==> config.mk <==
export PLATFORM = sky130hd
export DESIGN_NAME = io_port_controller
export DESIGN_NICKNAME = d
export VERILOG_FILES = /design/src/rtl/io_pkg.sv /design/src/rtl/sync_fifo.sv /design/src/rtl/io_port_controller.sv
export SDC_FILE = /design/constraint.sdc
export NUM_CORES = 1
export LEC_CHECK = 0
export BUFFER_PORTS_ARGS = -buffer_cell sky130_fd_sc_hd__buf_2
export CORE_ASPECT_RATIO = 0.9
export CORE_UTILIZATION = 40
export DETAILED_ROUTE_END_ITERATION = 16
export PLACE_DENSITY_LB_ADDON = 0.25
export SLEW_MARGIN = 20
export SYNTH_ARGS = -nofsm -noshare
export SYNTH_HDL_FRONTEND = slang
export SYNTH_SLANG_ARGS = --single-unit
==> constraint.sdc <==
create_clock -name i_clk -period 2.13 [get_ports i_clk]
set_clock_uncertainty 0.1 [all_clocks]
set_input_delay 0.213 -clock i_clk [delete_from_list [all_inputs] [get_ports i_clk]]
set_output_delay 0.213 -clock i_clk [all_outputs]
set_load 0.05 [all_outputs]
==> src/rtl/io_pkg.sv <==
// Shared definitions for the CPU port/interrupt peripheral.
package io_pkg;

    // Port word width of the CPU IN/OUT ports.
    localparam int DATA_WIDTH_DEFAULT = 16;

    // Interrupt FSM state encoding.
    localparam logic [1:0] ST_IDLE     = 2'd0;
    localparam logic [1:0] ST_PULSE    = 2'd1;
    localparam logic [1:0] ST_WAIT_ACK = 2'd2;
    localparam logic [1:0] ST_HOLDOFF  = 2'd3;

endpackage

==> src/rtl/sync_fifo.sv <==
// Single-clock FIFO with an explicit occupancy count and a combinational head.
// The caller qualifies push/pop: push is never issued on full without a pop,
// and pop is never issued on empty.
module sync_fifo #(
    parameter int WIDTH = 16,
    parameter int DEPTH = 4
) (
    input  logic                           clk,
    input  logic                           rst,
    input  logic                           push,
    input  logic [WIDTH-1:0]               push_data,
    input  logic                           pop,
    output logic                           full,
    output logic                           empty,
    output logic [$clog2(DEPTH+1)-1:0]     count,
    output logic [WIDTH-1:0]               head
);

    localparam int PW = (DEPTH > 1) ? $clog2(DEPTH) : 1;
    localparam int CW = $clog2(DEPTH + 1);

    logic [WIDTH-1:0] mem [DEPTH];
    logic [PW-1:0]    wr_ptr;
    logic [PW-1:0]    rd_ptr;

    // Storage write.
    // NOTE: the data array is deliberately not reset; the count gates every read, so stale contents are never visible.
    always_ff @(posedge clk) begin
        if (push) begin
            mem[wr_ptr] <= push_data;
        end
    end

    // Pointer and occupancy bookkeeping; pointers wrap at DEPTH.
    // NOTE: non-blocking assignments so every register samples pre-edge values.
    always_ff @(posedge clk or posedge rst) begin
        if (rst) begin
            wr_ptr <= '0;
            rd_ptr <= '0;
            count  <= '0;
        end else begin
            if (push) begin
                wr_ptr <= (wr_ptr == PW'(DEPTH - 1)) ? '0 : wr_ptr + 1'b1;
            end
            if (pop) begin
                rd_ptr <= (rd_ptr == PW'(DEPTH - 1)) ? '0 : rd_ptr + 1'b1;
            end
            case ({push, pop})
                2'b10:   count <= count + 1'b1;
                2'b01:   count <= count - 1'b1;
                default: count <= count;
            endcase
        end
    end

    assign full  = (count == CW'(DEPTH));
    assign empty = (count == '0);
    assign head  = mem[rd_ptr];

endmodule

==> src/rtl/io_port_controller.sv <==
// CPU-side port peripheral: buffers producer words for IN reads with an
// interrupt pulse per word, and buffers OUT writes for an external consumer.
module io_port_controller
    import io_pkg::*;
#(
    parameter int DATA_WIDTH     = DATA_WIDTH_DEFAULT,
    parameter int RX_DEPTH       = 4,
    parameter int TX_DEPTH       = 4,
    parameter int HOLDOFF_CYCLES = 2
) (
    input  logic                          i_clk,
    input  logic                          i_reset,
    input  logic                          i_rx_valid,
    input  logic [DATA_WIDTH-1:0]         i_rx_data,
    output logic                          o_rx_ready,
    output logic [DATA_WIDTH-1:0]         o_input_port,
    input  logic                          i_in_ack,
    output logic                          o_interrupt,
    input  logic                          i_out_write,
    input  logic [DATA_WIDTH-1:0]         i_out_data,
    output logic                          o_tx_valid,
    output logic [DATA_WIDTH-1:0]         o_tx_data,
    input  logic                          i_tx_ready,
    output logic [$clog2(RX_DEPTH+1)-1:0] o_rx_count,
    output logic                          o_tx_overflow
);

    localparam int HW = (HOLDOFF_CYCLES > 0) ? $clog2(HOLDOFF_CYCLES + 1) : 1;

    logic                          rx_full, rx_empty, rx_push, rx_pop;
    logic [DATA_WIDTH-1:0]         rx_head;
    logic                          tx_full, tx_empty, tx_push, tx_pop;
    logic [$clog2(TX_DEPTH+1)-1:0] tx_count_unused;
    logic [1:0]                    state, state_next;
    logic [HW-1:0]                 holdoff_cnt, holdoff_next;

    // An ack on an empty FIFO is ignored, even when a push lands that cycle.
    assign rx_push = i_rx_valid & ~rx_full;
    assign rx_pop  = i_in_ack & ~rx_empty;

    // A full TX FIFO still takes a write when the consumer drains it that cycle.
    assign tx_pop  = ~tx_empty & i_tx_ready;
    assign tx_push = i_out_write & (~tx_full | tx_pop);

    sync_fifo #(.WIDTH(DATA_WIDTH), .DEPTH(RX_DEPTH)) u_rx_fifo (
        .clk       (i_clk),
        .rst       (i_reset),
        .push      (rx_push),
        .push_data (i_rx_data),
        .pop       (rx_pop),
        .full      (rx_full),
        .empty     (rx_empty),
        .count     (o_rx_count),
        .head      (rx_head)
    );

    sync_fifo #(.WIDTH(DATA_WIDTH), .DEPTH(TX_DEPTH)) u_tx_fifo (
        .clk       (i_clk),
        .rst       (i_reset),
        .push      (tx_push),
        .push_data (i_out_data),
        .pop       (tx_pop),
        .full      (tx_full),
        .empty     (tx_empty),
        .count     (tx_count_unused),
        .head      (o_tx_data)
    );

    assign o_rx_ready   = ~rx_full;
    assign o_input_port = rx_empty ? '0 : rx_head;
    assign o_tx_valid   = ~tx_empty;
    assign o_interrupt  = (state == ST_PULSE);

    // Interrupt FSM next-state: one pulse per word, then wait for the ack and hold off.
    // NOTE: defaults first so every path assigns every output and no latch is inferred.
    always_comb begin
        state_next   = state;
        holdoff_next = holdoff_cnt;
        case (state)
            ST_IDLE: begin
                if (!rx_empty) begin
                    state_next = ST_PULSE;
                end
            end
            ST_PULSE, ST_WAIT_ACK: begin
                if (rx_pop) begin
                    if (HOLDOFF_CYCLES == 0) begin
                        state_next = ST_IDLE;
                    end else begin
                        state_next   = ST_HOLDOFF;
                        holdoff_next = HW'(HOLDOFF_CYCLES);
                    end
                end else begin
                    state_next = ST_WAIT_ACK;
                end
            end
            ST_HOLDOFF: begin
                if (holdoff_cnt <= HW'(1)) begin
                    state_next   = ST_IDLE;
                    holdoff_next = '0;
                end else begin
                    holdoff_next = holdoff_cnt - 1'b1;
                end
            end
            default: begin
                state_next   = ST_IDLE;
                holdoff_next = '0;
            end
        endcase
    end

    // Interrupt FSM and holdoff counter registers.
    always_ff @(posedge i_clk or posedge i_reset) begin
        if (i_reset) begin
            state       <= ST_IDLE;
            holdoff_cnt <= '0;
        end else begin
            state       <= state_next;
            holdoff_cnt <= holdoff_next;
        end
    end

    // Sticky flag for an OUT write dropped on a full FIFO with no drain.
    always_ff @(posedge i_clk or posedge i_reset) begin
        if (i_reset) begin
            o_tx_overflow <= 1'b0;
        end else if (i_out_write && tx_full && !tx_pop) begin
            o_tx_overflow <= 1'b1;
        end
    end

endmodule

==> impl_metrics.toml <==
[yosys]
avgSynthCellArea_sq_um = 19.6
synth-seq-cells = 147
synth-warning-count = 0
post_synthesis_cells = 305
synth_sequential_area_ratio_pct = 72.4
syn-cell-area_sq_um = 5970
postSynthNetCount = 359
netlist-cell-type-count = 40

[global_routing]
pin_count_of_the_biggest_net_entering_global_routing = 20
grt_first_pass_wirelength_mm = 17.2
all_layer_gr_usage_pct = 15.3
grt_pass1_vias = 3388
antenna_found_initial = 0
globalRoute.totalOverflow = 0

[cts]
clock_tree_from_tritoncts = "done"
cts_sinks = 147
cts_made_buffers = 17
h_tree_lvls = 4
max-clock-path-buffers = 2
cts_clk_pin_slew_worst_paths_ns = 0.06
worst_skew_pair.late_latency_ns = 0.41
ctsRootBufferMaster = "clkbuf_16"

[critical_path]
critical_path.most_common_cell = "buf_6"
critical_path.max_fanout = 4
timing.critical_path.from_type = "flop"
critical_path_arrival_ns = 1.85
regToRegStartpoint = "u_rx_fifo.count[1]"
max_stage_delay_ns = 0.50
critical-path-slowest-cell = "mux4_2"
worst-endpoint-required_ns = 1.82
critical_path.startpoint = "u_rx_fifo.rd_ptr[0]"
crit_path_cell_trace = "buf_6 -> clkbuf_16 -> mux4_2 -> nor2b_4 -> buf_6"
critical_path.n_buffers_inverters = 3
setup.worst_path.class = "reg2out"
worst_path_dominant_cell_family = "multiplexers"
setup.worst_path.end_class = "primary output"

[sta]
worstMarginPinSlew_ns = 0.743
setup_viol_count_final = 9
rsz0062_at_grt = "true"
setup_tns_ns = -0.150
fin_crit_sh_pct = 101
max_clock_freq_mhz = 463
final_period_minus_worst_setup_slack_ns = 2.16
finalHoldViolCount = 0
relSlewSlack_pct = 50.4
final_critical_path_setup_slack_ns = -0.0302
final-max-slew-violation-count = 0

[placement]
globalplace.congestion = 0.692
post-place-cells = 578
place_hpwl_mm = 6.44
portBuffers = 76

[power]
irDropWorstVdd_v = 0.000929
power_per_cell_area_nw_per_um2 = 1610
register_share_of_total_power_pct = 32.4
power.switching_w = 0.00490
cellInternalPower_w = 0.00781
total_leakage_power_nw = 2.98
combinational_power_share_pct = 47.7
netSwitchingFraction_pct = 38.6
clockPowerShare_pct = 19.9

[routing]
via_per_inst = 4.87
vias = 3166
drt_wl_cell_um = 16.9
first_pass_iters = 4
detail-route-antenna-nets = 0
route.detailed.drc = 0
drt-initial-drc-count = 255
drt-total-wl_mm = 11.0

[outcome]
run_status = "finished, violations left"
violations = "setup timing"

[flow_run]
max_cap_viol_count = 0

[final_layout]
area_growth_pct = 32.0
layout.nets = 501
fraction_of_layout_instances_using_a_drive_strength_above_1_pct = 43.1
diodes = 0
layoutNonFillerInstCount = 650

[floorplanning]
core_sq_um = 14300
starting_density_pct = 41.7
fp.dieArea_sq_um = 15400
rows = 41
die-width_um = 131
die_height_um = 118
ios = 77

[worst_hold_path]
timing.hold.worst.start = "i_out_write"
timing.hold.worst.class = "in2reg"
==> cell usage after synthesis <==
library cell  instances  area (sq um)
or3b_4                1          11.3
mux2i_1               1          10.0
nor2_1                7          26.3
nand2b_1              1          6.26
mux4_2               32           721
a21boi_1              1          7.51
buf_4                 3          22.5
a211oi_1              1          7.51
nand2_1               3          11.3
a21oi_1               2          10.0
o21ai_0               4          20.0
inv_1                19          71.3
dfrtp_1              19           475
a32o_1                1          10.0
o311ai_0              1          8.76
a31oi_1               1          6.26
nor3_1                2          10.0
clkbuf_1              2          7.51
ha_1                 14           175
o31ai_1               2          15.0
o41ai_1               1          8.76
xor2_1                3          26.3
fa_1                  2          40.0
a21o_1                3          22.5
buf_2                 6          30.0
a41o_1                1          10.0
or3b_1                1          8.76
a31o_2                1          8.76
and2_4                1          8.76
mux2_2                7          78.8
edfxtp_1            128          3840
mux2_4                2          30.0
xnor2_1               2          17.5
nor2b_1              17           106
and2_1                4          25.0
a21boi_0              1          7.51
and3_2                4          30.0
or3_1                 1          6.26
nor3_2                1          10.0
nand3b_1              2          15.0
==> final timing paths <==
| kind | cells past startpoint | slack (ns) | end |
|---|---|---|---|
| min in group asynchronous | 3 | 0.39 | o_tx_overflow |
| worst min-delay path | 2 | 0.10 | o_tx_overflow |
| worst max-delay path | 5 | -0.03 | o_input_port[8] |
| worst min register to register | 1 | 0.36 | o_tx_overflow |
| worst max register to register | 9 | 0.04 | u_rx_fifo.count[2] |
| max in group asynchronous | 3 | 1.03 | u_rx_fifo.count[0] |
==> flip-flops by register name (all words and copies together) (netlist names) <==
name,cells
u_rx_fifo.mem,64
u_tx_fifo.mem,64
u_rx_fifo.count,3
u_tx_fifo.count,3
holdoff_cnt,2
state,2
u_rx_fifo.rd_ptr,2
u_rx_fifo.wr_ptr,2
u_tx_fifo.rd_ptr,2
u_tx_fifo.wr_ptr,2
o_tx_overflow,1
==> cell usage in the layout (no fill, tap or decap), drive strengths merged, types with 3 or more instances in the layout <==
cell / n
nor2b: 17
nand2: 3
a21o: 3
nor3: 3
xor2: 3
inv: 20
and2: 5
mux2: 9
clkbuf: 19
dfrtp: 19
buf: 99
and3: 4
edfxtp: 128
dlygate4sd3: 33
o21ai: 4
clkinv: 9
nor2: 7
ha: 14
mux4: 32
==> cell families after synthesis <==
family          synth area share (%)
xor+xnor                       0.734
buf+inv                         2.20
fa+ha+maj                       3.61
mux                             14.1
compound gates                  2.39
flops                           72.4
simple gates                    4.61
==> power by group through the flow <==
stage | clock, W | combinational (W) | sequential [W]
CTS | 0.00260 | 0.00587 | 0.00411
detailed placement | 0 | 0.00533 | 0.00416
global placement | 0 | 0.00527 | 0.00412
global route | 0.00270 | 0.00649 | 0.00419
finish | 0.00253 | 0.00607 | 0.00412
floorplan | 0 | 0.00386 | 0.00426
==> routing by layer <==
metal | GRT usage [%] | vias to the layer above | wire [um]
li1 | - | 1471 | -
met1 | 19.0 | 1615 | 4880
met2 | 25.2 | 71 | 5640
met3 | 4.36 | 9 | 391
met4 | 6.03 | 0 | 100
met5 | 0 | - | 0
==> through the flow <==
stage | total power [W] | hold slack [ns] | setup slack, ns | area, sq um | util (%)
2_1_floorplan | 0.00812 | 0.0639 | -0.264 | 5990 | -
3_3_place_gp | 0.00939 | 0.269 | 0.0409 | 6750 | 47.2
3_5_place_dp | 0.00950 | 0.281 | 0.0108 | 6750 | 47.2
4_1_cts | 0.0126 | 0.0849 | -0.0507 | 7740 | 54.1
5_1_grt | 0.0134 | 0.102 | -0.0890 | 7880 | 55.0
6_report | 0.0127 | 0.102 | -0.0302 | 7880 | 55.0
==> timing repair <==
action,in CTS,in global routing
hold endpoints to repair,147,0
cloned,1,2
pin swaps,1,5
setup endpoints to repair,17,24
buffers inserted,4,4
gates resized for setup,33,25
hold buffers,33,0
==> final cells by class <==
cell class | count | area (sq um)
Tap cell | 193 | 241
Inverter | 19 | 73.8
Timing Repair Buffer | 134 | 1130
Fill cell | 1135 | 6440
Clock inverter | 12 | 70.1
Sequential cell | 147 | 4330
Multi-Input combinational cell | 128 | 1610
Clock buffer | 17 | 425
==> worst reg2reg max path, cell delays in order (launching register included) <==
cell     delay, ns
dfrtp_2       0.40
or3b_4        0.39
and2_4        0.17
inv_4         0.05
ha_4          0.13
inv_2         0.03
fa_2          0.32
xor2_1        0.15
nor2_1        0.13
xor2_1        0.14
(Power assumes the default switching activity.)
